--- src/rtl/reg_dump_reader_pkg.sv ---
// Shared definitions for the register-file dump reader: FSM state encoding
// and the register-count / checksum-index constants.
package reg_dump_reader_pkg;

    typedef enum logic [1:0] {
        ST_IDLE    = 2'd0,
        ST_CAPTURE = 2'd1,
        ST_SEND    = 2'd2,
        ST_DONE    = 2'd3
    } state_t;

    localparam int          NUM_REGS     = 32;
    localparam logic [5:0]  CKSUM_IDX    = 6'd32;
    localparam logic [4:0]  LAST_REG_IDX = 5'(NUM_REGS - 1);

endpackage

--- src/rtl/reg_dump_reader.sv ---
// Register-file dump reader: walks x0..x31 through a zero-latency read port
// and streams each word out over a valid/ready beat interface.
// Optional feature: define REG_DUMP_CHECKSUM_EN to append a 33rd beat
// (index 32) carrying the XOR of all 32 captured words.
module reg_dump_reader
    import reg_dump_reader_pkg::*;
#(
    parameter int N = 32
) (
    input  logic         clk,
    input  logic         rst,
    input  logic         start_i,
    output logic         busy_o,
    output logic [4:0]   rf_rd_addr_o,
    input  logic [N-1:0] rf_rd_data_i,
    output logic         dump_valid_o,
    input  logic         dump_ready_i,
    output logic [N-1:0] dump_data_o,
    output logic [5:0]   dump_idx_o,
    output logic         dump_last_o,
    output logic         done_o
);

    state_t       state_reg;
    logic [4:0]   index_reg;
    logic [N-1:0] data_reg;
    logic [5:0]   idx_reg;
    logic         valid_reg;
    logic         last_reg;
    logic         done_reg;
    logic         handshake;

`ifdef REG_DUMP_CHECKSUM_EN
    logic [N-1:0] cksum_reg;
    // Set once the index-31 beat has been accepted; the next capture loads
    // the checksum instead of a register word.
    logic         cksum_phase_reg;
`endif

    // Beat accepted this cycle; valid is purely registered, ready only
    // steers the next state.
    assign handshake = valid_reg & dump_ready_i;

    assign busy_o       = (state_reg != ST_IDLE);
    assign rf_rd_addr_o = index_reg;
    assign dump_valid_o = valid_reg;
    assign dump_data_o  = data_reg;
    assign dump_idx_o   = idx_reg;
    assign dump_last_o  = last_reg;
    assign done_o       = done_reg;

    // Dump sequencer: FSM, index counter and all beat output registers.
    always_ff @(posedge clk) begin
        if (!rst) begin
            state_reg <= ST_IDLE;
            index_reg <= 5'd0;
            data_reg  <= '0;
            idx_reg   <= 6'd0;
            valid_reg <= 1'b0;
            last_reg  <= 1'b0;
            done_reg  <= 1'b0;
`ifdef REG_DUMP_CHECKSUM_EN
            cksum_reg       <= '0;
            cksum_phase_reg <= 1'b0;
`endif
        end else begin
            done_reg <= 1'b0;
            case (state_reg)
                ST_IDLE: begin
                    if (start_i) begin
                        index_reg <= 5'd0;
`ifdef REG_DUMP_CHECKSUM_EN
                        cksum_reg       <= '0;
                        cksum_phase_reg <= 1'b0;
`endif
                        state_reg <= ST_CAPTURE;
                    end
                end

                ST_CAPTURE: begin
                    valid_reg <= 1'b1;
                    state_reg <= ST_SEND;
`ifdef REG_DUMP_CHECKSUM_EN
                    if (cksum_phase_reg) begin
                        data_reg <= cksum_reg;
                        idx_reg  <= CKSUM_IDX;
                        last_reg <= 1'b1;
                    end else begin
                        data_reg  <= rf_rd_data_i;
                        idx_reg   <= {1'b0, index_reg};
                        last_reg  <= 1'b0;
                        cksum_reg <= cksum_reg ^ rf_rd_data_i;
                    end
`else
                    data_reg <= rf_rd_data_i;
                    idx_reg  <= {1'b0, index_reg};
                    last_reg <= (index_reg == LAST_REG_IDX);
`endif
                end

                ST_SEND: begin
                    // Payload registers are untouched here, so they hold
                    // stable for as long as the sink stalls.
                    if (handshake) begin
                        valid_reg <= 1'b0;
`ifdef REG_DUMP_CHECKSUM_EN
                        if (cksum_phase_reg) begin
                            done_reg  <= 1'b1;
                            state_reg <= ST_DONE;
                        end else if (index_reg == LAST_REG_IDX) begin
                            cksum_phase_reg <= 1'b1;
                            state_reg       <= ST_CAPTURE;
                        end else begin
                            index_reg <= index_reg + 5'd1;
                            state_reg <= ST_CAPTURE;
                        end
`else
                        if (index_reg == LAST_REG_IDX) begin
                            done_reg  <= 1'b1;
                            state_reg <= ST_DONE;
                        end else begin
                            index_reg <= index_reg + 5'd1;
                            state_reg <= ST_CAPTURE;
                        end
`endif
                    end
                end

                ST_DONE: begin
                    state_reg <= ST_IDLE;
                end

                default: begin
                    state_reg <= ST_IDLE;
                end
            endcase
        end
    end

endmodule

--- config.mk ---
export PLATFORM = sky130hd
export DESIGN_NAME = reg_dump_reader
export DESIGN_NICKNAME = d
export VERILOG_FILES = /design/src/rtl/reg_dump_reader_pkg.sv /design/src/rtl/reg_dump_reader.sv
export SDC_FILE = /design/constraint.sdc
export NUM_CORES = 1
export LEC_CHECK = 0
export ABC_AREA = 1
export CORE_ASPECT_RATIO = 2
export CORE_UTILIZATION = 42
export CTS_BUF_LIST = sky130_fd_sc_hd__clkbuf_4 sky130_fd_sc_hd__clkbuf_8
export CTS_CLUSTER_DIAMETER = 200
export DETAILED_ROUTE_END_ITERATION = 8
export PLACE_DENSITY = 0.93
export SYNTH_ARGS = -nofsm -noshare
export SYNTH_HDL_FRONTEND = slang
export SYNTH_SLANG_ARGS = --single-unit
--- constraint.sdc ---
create_clock -name clk -period 2 [get_ports clk]
set_input_delay 0.4 -clock clk [delete_from_list [all_inputs] [get_ports clk]]
set_output_delay 0.4 -clock clk [all_outputs]
set_load 0.02 [all_outputs]
==> parameters.txt <==
Parameter                              Value

Placement
  Final HPWL from detailed placement    3190 um
  Dpl ws    0.365 ns
  Placer congestion estimate    0.784
  Total of buffers placed on input and output ports    81

Global routing
  Largest net degree at the start of global routing    43
  Global routing usage summed across all routing layers    20.4%
  Wire length of the first global-routing pass    between 6000 and 7000 um
  Antenna violations before repair    0
  Vias in the first global route    1581
  GR Overflow Total    0

Yosys
  Dominant cells by area after synthesis    dfxtp_1 52%, nor2_1 16%, o21ai_0 10%
  Top cell type's share of synthesized area    between 50 and 60%
  Number of register bits inferred by synthesis    47
  Netlist area before placement    0.00180 mm^2
  Count of cell types in the netlist    24
  Cell taking the most area after synthesis    dfxtp_1
  Number of synthesized flops with an enable pin    0
  Async set-or-reset flop fraction in the synthesized netlist    0%
  Sequential-to-total area share from yosys stat    52.3%
  Main synth FF type    dfxtp_1
  Post-Synthesis Net Count    267
  Post-synthesis area per instance    7.86 um^2
  Warning count from the yosys run    0
  Cell count after synthesis    229

Timing
  Unrepaired setup endpoints after global routing    no
  Setup violations, final    0
  Fin Hold WS    0.485 ns
  Setup ws final    0.162 ns
  Number of max-slew violations in the final report    0
  Crit path time final    ~1.8 ns
  Maximum achievable frequency    544 MHz
  Layout Skew    0.00261 ns
  Number of endpoints with negative hold slack in the final report    0
  Crit share post-route    91.9%
  Fin Setup TNS    0 ns

Setup path
  Type of origin of the critical path    flip-flop
  Setup slack of the most critical reg-to-reg path    roughly 0.34 ns
  R2r startpoint    rf_rd_addr_o[0]
  Crit. End Element    primary output
  Worst Reg2Reg Path Length in Cells    8
  WS Path Type    reg2out
  Maximum net fanout on the critical path    4
  Arrival @ worst endpoint    between 1 and 1.5 ns
  Data required time at the worst endpoint    1.60 ns
  Worst R2R End    rf_rd_addr_o[4]

Status
  Result of the run    finished clean

Floorplan
  Number of top-level pins    a little over 80
  Die area    0.00457 mm^2
  Die span in y    94.6 um
  Effective utilization at floorplan    44.0%
  Total core area    roughly 0.0041 mm^2
  Std cell rows    33
  Die span in x    48.3 um

Hold path
  Beginning of the worst hold path    dump_data_o[28]
  Hold Path End    dump_data_o[28]
  Path category of the worst min-delay check    reg2reg
  Cell count of the worst hold path    2

Detailed routing
  Via density per instance    4.80
  Drt wl/cell    12.0 um
  Total wire length after detailed routing    approximately 4300 um
  Starting DRT DRC Count    32
  Count of unresolved DRC violations after routing    0
  Detail Route Antenna Nets    0
  Number of detailed-routing iterations run before antenna repair    4
  Via count    1729

Layout
  Sequential cell area    942 um^2
  Fill cell total of the finished layout    roughly 350
  Area added between synthesis and finish    49.8%
  Fraction of final layout cells sized beyond drive strength 1    6.49%
  Max FFs per register    32
  Area of combinational cells with multiple inputs    732 um^2
  Antenna diode count    0
  Core utilization of the finished layout    66.0%
  Layout net count    345

Clocking
  Clock sink count    47
  Clk Tree Root Cell    clkbuf_8
  H-tree Lvls    2
  Clk pin slew, worst setup/hold paths    0.08 ns
  Number of buffers added by the clock tree synthesis step    5
  CTS tree    yes
  CTS Buffer Depth    2
  Clk Latency, worst-skew pair    between 0.2 and 0.3 ns

Pwr
  Worst supply voltage drop on vdd    a little over 800 uV
  Static Leak    about 0.0010 uW
  Power density of the placed cells    785 mW/mm^2
  Post-route total power    2120 uW

Job
  Max-cap violations    0
==> what timing repair did <==
action                                  4_1_cts  5_1_grt
endpoints found under the setup margin        0        1
gates resized for setup                       0        1
buffers inserted                              0        0
hold buffers                                  0        0
==> critical path, cell delays in order (launching register included) <==
cell and delay (ns):
dfxtp_2 0.41, inv_2 0.08, nand2_1 0.07, clkdlybuf4s50_1 0.60
==> how the worst max path moves through the flow <==
stage,from,to,slack [ns],cells past startpoint
final,state_reg[0],busy_o,0.16,3
after floorplan,rf_rd_addr_o[0],rf_rd_addr_o[3],0.43,8
after CTS,state_reg[0],busy_o,0.05,3
after detailed placement,rst,dump_data_o[6],0.37,4
after global routing,state_reg[1],busy_o,0.1,3
after global placement,state_reg[0],busy_o,0.41,3
==> per-layer routing <==
layer / wire, um / up-vias / share of wire, % / global-route usage [%]
li1: - / 886 / - / -
met1: 1620 / 769 / 37 / 20.7
met2: 2300 / 58 / 53 / 34.7
met3: 195 / 16 / 4.5 / 4.59
met4: 211 / 0 / 4.9 / 12.5
met5: 0 / - / 0 / 0
==> layout by cell type, fill, tap and decap left out, drive strengths merged <==
cell	instances
nand3	7
a21oi	12
dfxtp	47
clkdlybuf4s50	81
nand4	1
buf	2
o21ai	38
clkbuf	7
nor2	78
nand2	18
ha	2
inv	11
clkinv	1
a31oi	1
conb	1
nor3	1
==> metrics by stage <==
step	cell area (um^2)	cells
floorplan	1800	229
global placement	2610	352
detailed placement	2610	352
CTS	2700	360
global route	2700	360
finish	2700	360
==> cells by family (layout without fill, tap and decap cells) <==
family | Yosys count | after routing | share of synthesized area [%]
buffers and inverters | 23 | 102 | 7.09
other | 1 | 1 | 0.208
AO/OA/AOI/OAI | 51 | 51 | 14.7
AND/OR/NAND/NOR | 105 | 105 | 24.4
adder cells (fa/ha/maj) | 2 | 2 | 1.39
flip-flops | 47 | 47 | 52.3
==> cell usage after synthesis, types with 2 or more instances <==
library cell and n:
a21oi_1 11, buf_6 4, clkbuf_1 3, clkbuf_2 4, dfxtp_1 47, ha_1 2, inv_1 8, inv_2 2
nand2_1 17, nand3_1 5, nor2_1 77, o21ai_0 37
==> layout make-up <==
type | instances | area share, %
Sequential cell | 47 | 34.9
Timing Repair Buffer | 83 | 30.6
Multi-Input combinational cell | 159 | 27.1
Clock buffer | 7 | 3.11
Tap cell | 52 | 2.41
Inverter | 11 | 1.62
Clock inverter | 1 | 0.186
==> power breakdown <==
| part | switching, uW | internal [uW] |
|---|---|---|
| Clock | 298 | 273 |
| Combinational | 257 | 241 |
| Sequential | 39.3 | 1010 |
(Power assumes the default switching activity.)
==> variant: new RTL, same settings <==
The parameter `N` goes from 32 to 16.
--- a/src/rtl/reg_dump_reader.sv
+++ b/src/rtl/reg_dump_reader.sv
@@ -6,5 +6,5 @@
     import reg_dump_reader_pkg::*;
 #(
-    parameter int N = 32
+    parameter int N = 16
 ) (
     input  logic         clk,
Ports: changed (resized dump_data_o and rf_rd_data_i); port bits go from 83 to 51. The function was not compared with the original's and may differ.
==> variant against the unedited design <==
  * Largest cell class unchanged
  * Synthesized area shrank 32%
  * Sequential cell count shrank 16
  * Routed wire length is 32% lower
  * Power fell by 30%
  * Worst setup slack got worse by 0.036 ns
  * Critical endpoint unchanged
  * Cell area decreased by 32%
  * Die area is 31% lower
  * Non-clock buffer count down 32
  * Critical path type unchanged
  * Worst hold slack lost 0.0042 ns
  * Clock power fell by 12%
==> variant: results (changes against the unedited design) <==
Outcome
  – Status: completed

Synthesis
  – Adder-Cell Fraction of Synth Area: 0.0205 (+0.00664)
  – Post-Synth XOR/XNOR Area: 0 (unchanged)
  – Yosys warning total: 0 (unchanged)
  – Top post-synthesis cells by area: dfxtp_1 (51%), nor2_1 (14%), o21ai_0 (8.6%), nand2_1 (4.6%), a21oi_1 (4.5%)
  – Async S/R FF share, synth: 0 (unchanged)
  – Compound-Gate Fraction of Synth Area: 0.141 (-0.00597)
  – Register area share after synthesis: 0.509 (-0.0133)
  – Post-synthesis net count: 183 (-31%)
  – Yosys cell types: 22 (-8.3%)
  – Proportion of synthesized area in mux cells: 0 (unchanged)
  – Most frequent cells after synthesis: nor2_1 (47), dfxtp_1 (31), o21ai_0 (21)

Global routing
  – Via count of the first global-routing pass: 1088 (-31%)
  – GRT Total Usage: 0.216 (+0.0117)
  – First-pass GRT wire length: 4550 um (-32%)
  – Grt met3 use: 0.0876 (+0.0417)
  – M1 GR Usage: 0.194 (-0.0131)
  – Largest net degree at the start of global routing: 26 (-40%)
  – GR Util met2: 0.353 (+0.00656)

Min path
  – Hold Crit Class: register to register

Routing
  – TritonRoute pass-1 iters: 4 (unchanged)
  – 1st-iter DRT viols: 20 (-38%)
  – Post-Route WL: 2950 um (-32%)
  – Vias post-DR: 1231 (-29%)

Timing
  – Setup Skew: 0.00755 ns (+0.00494 ns)

Placed design
  – GP Congestion: 0.827 (+5.5%)
  – Input/output buffers: 49 (-40%)
  – Placed wire-length estimate: 2190 um (-31%)

Pwr
  – Lkg Pwr: 0.721 nW (-31%)
  – Peak VDD IR: 0.680 mV (-18%)

Clocking
  – Clock-pin slew on the worst setup and hold paths: 0.06 ns (-0.02 ns)
  – Post-CTS Repair Setup Buffers: 0 (unchanged)
  – Root Buffer: clkbuf_8
  – H-tree lvl count: 2 (unchanged)
  – Clock latency on the worst-skew pair: 0.29 ns (about the same)
  – CTS max path bufs: 2 (unchanged)

Worst setup path
  – Crit-path max FO: 4 (unchanged)
  – Critical Path AT: 1.47 ns (+0.03 ns)

Finish
  – Filler cells: 235 (-33%)
  – Inserted Diodes: 0 (unchanged)
  – Number of flip-flops in the largest register: 16 (-50%)
  – Nets@finish: 234 (-32%)
  – Share of cells above drive strength 1: 0.0845 (+0.0196)

Floorplan
  – Die area: 3130 um2 (-31%)
## variant: final cells by class
| cell class | instances | area [um2] | area share |
|---|---|---|---|
| well taps | 29 | 36.3 | 0.0199 |
| clock buffers | 7 | 83.8 | 0.0460 |
| repair buffers | 51 | 518 | 0.284 |
| multi-input cells | 112 | 518 | 0.284 |
| inverters | 11 | 41.3 | 0.0226 |
| flip-flops and latches | 31 | 621 | 0.340 |
| clock inverters | 1 | 5.00 | 0.00275 |
## variant: per-stage QoR
stage / std cells / instance area [um2] / hold WS (ns) / util / worst slack, ns
6_report: 242 / 1820 / 0.481 / 0.666 / 0.126
5_1_grt: 242 / 1820 / 0.512 / 0.666 / 0.0513
4_1_cts: 242 / 1820 / 0.486 / 0.666 / 0.118
3_5_place_dp: 234 / 1730 / 0.472 / 0.634 / 0.420
3_3_place_gp: 234 / 1730 / 0.462 / 0.634 / 0.440
2_1_floorplan: 161 / 1220 / 0.536 / - / 0.477
## variant: power breakdown
group | leakage [nW] | switching, W | internal [W]
combinational | 0.418 | 0.000158 | 0.000145
clock | 0.0491 | 0.000229 | 0.000271
sequential | 0.254 | 0.0000251 | 0.000662
## variant: worst paths after layout
kind,from,end,slack (ns),cells after the start
worst max-delay path,state_reg[0],busy_o,0.13,3
worst min-delay path,dump_data_o[8],dump_data_o[8],0.48,2
worst max register to register,rf_rd_addr_o[0],rf_rd_addr_o[3],0.37,8
worst min register to register,dump_data_o[8],dump_data_o[8],0.48,2
## variant: worst max-delay path, cell delays in order (launching register included)
cell and delay, ns:
dfxtp_1 0.44, inv_2 0.09, nand2_1 0.07, clkdlybuf4s50_1 0.59
## variant: layer usage
layer / part of all wire / wire [um]
met5: 0 / 0
met4: 0.049 / 143
met2: 0.55 / 1610
met1: 0.36 / 1050
met3: 0.048 / 141
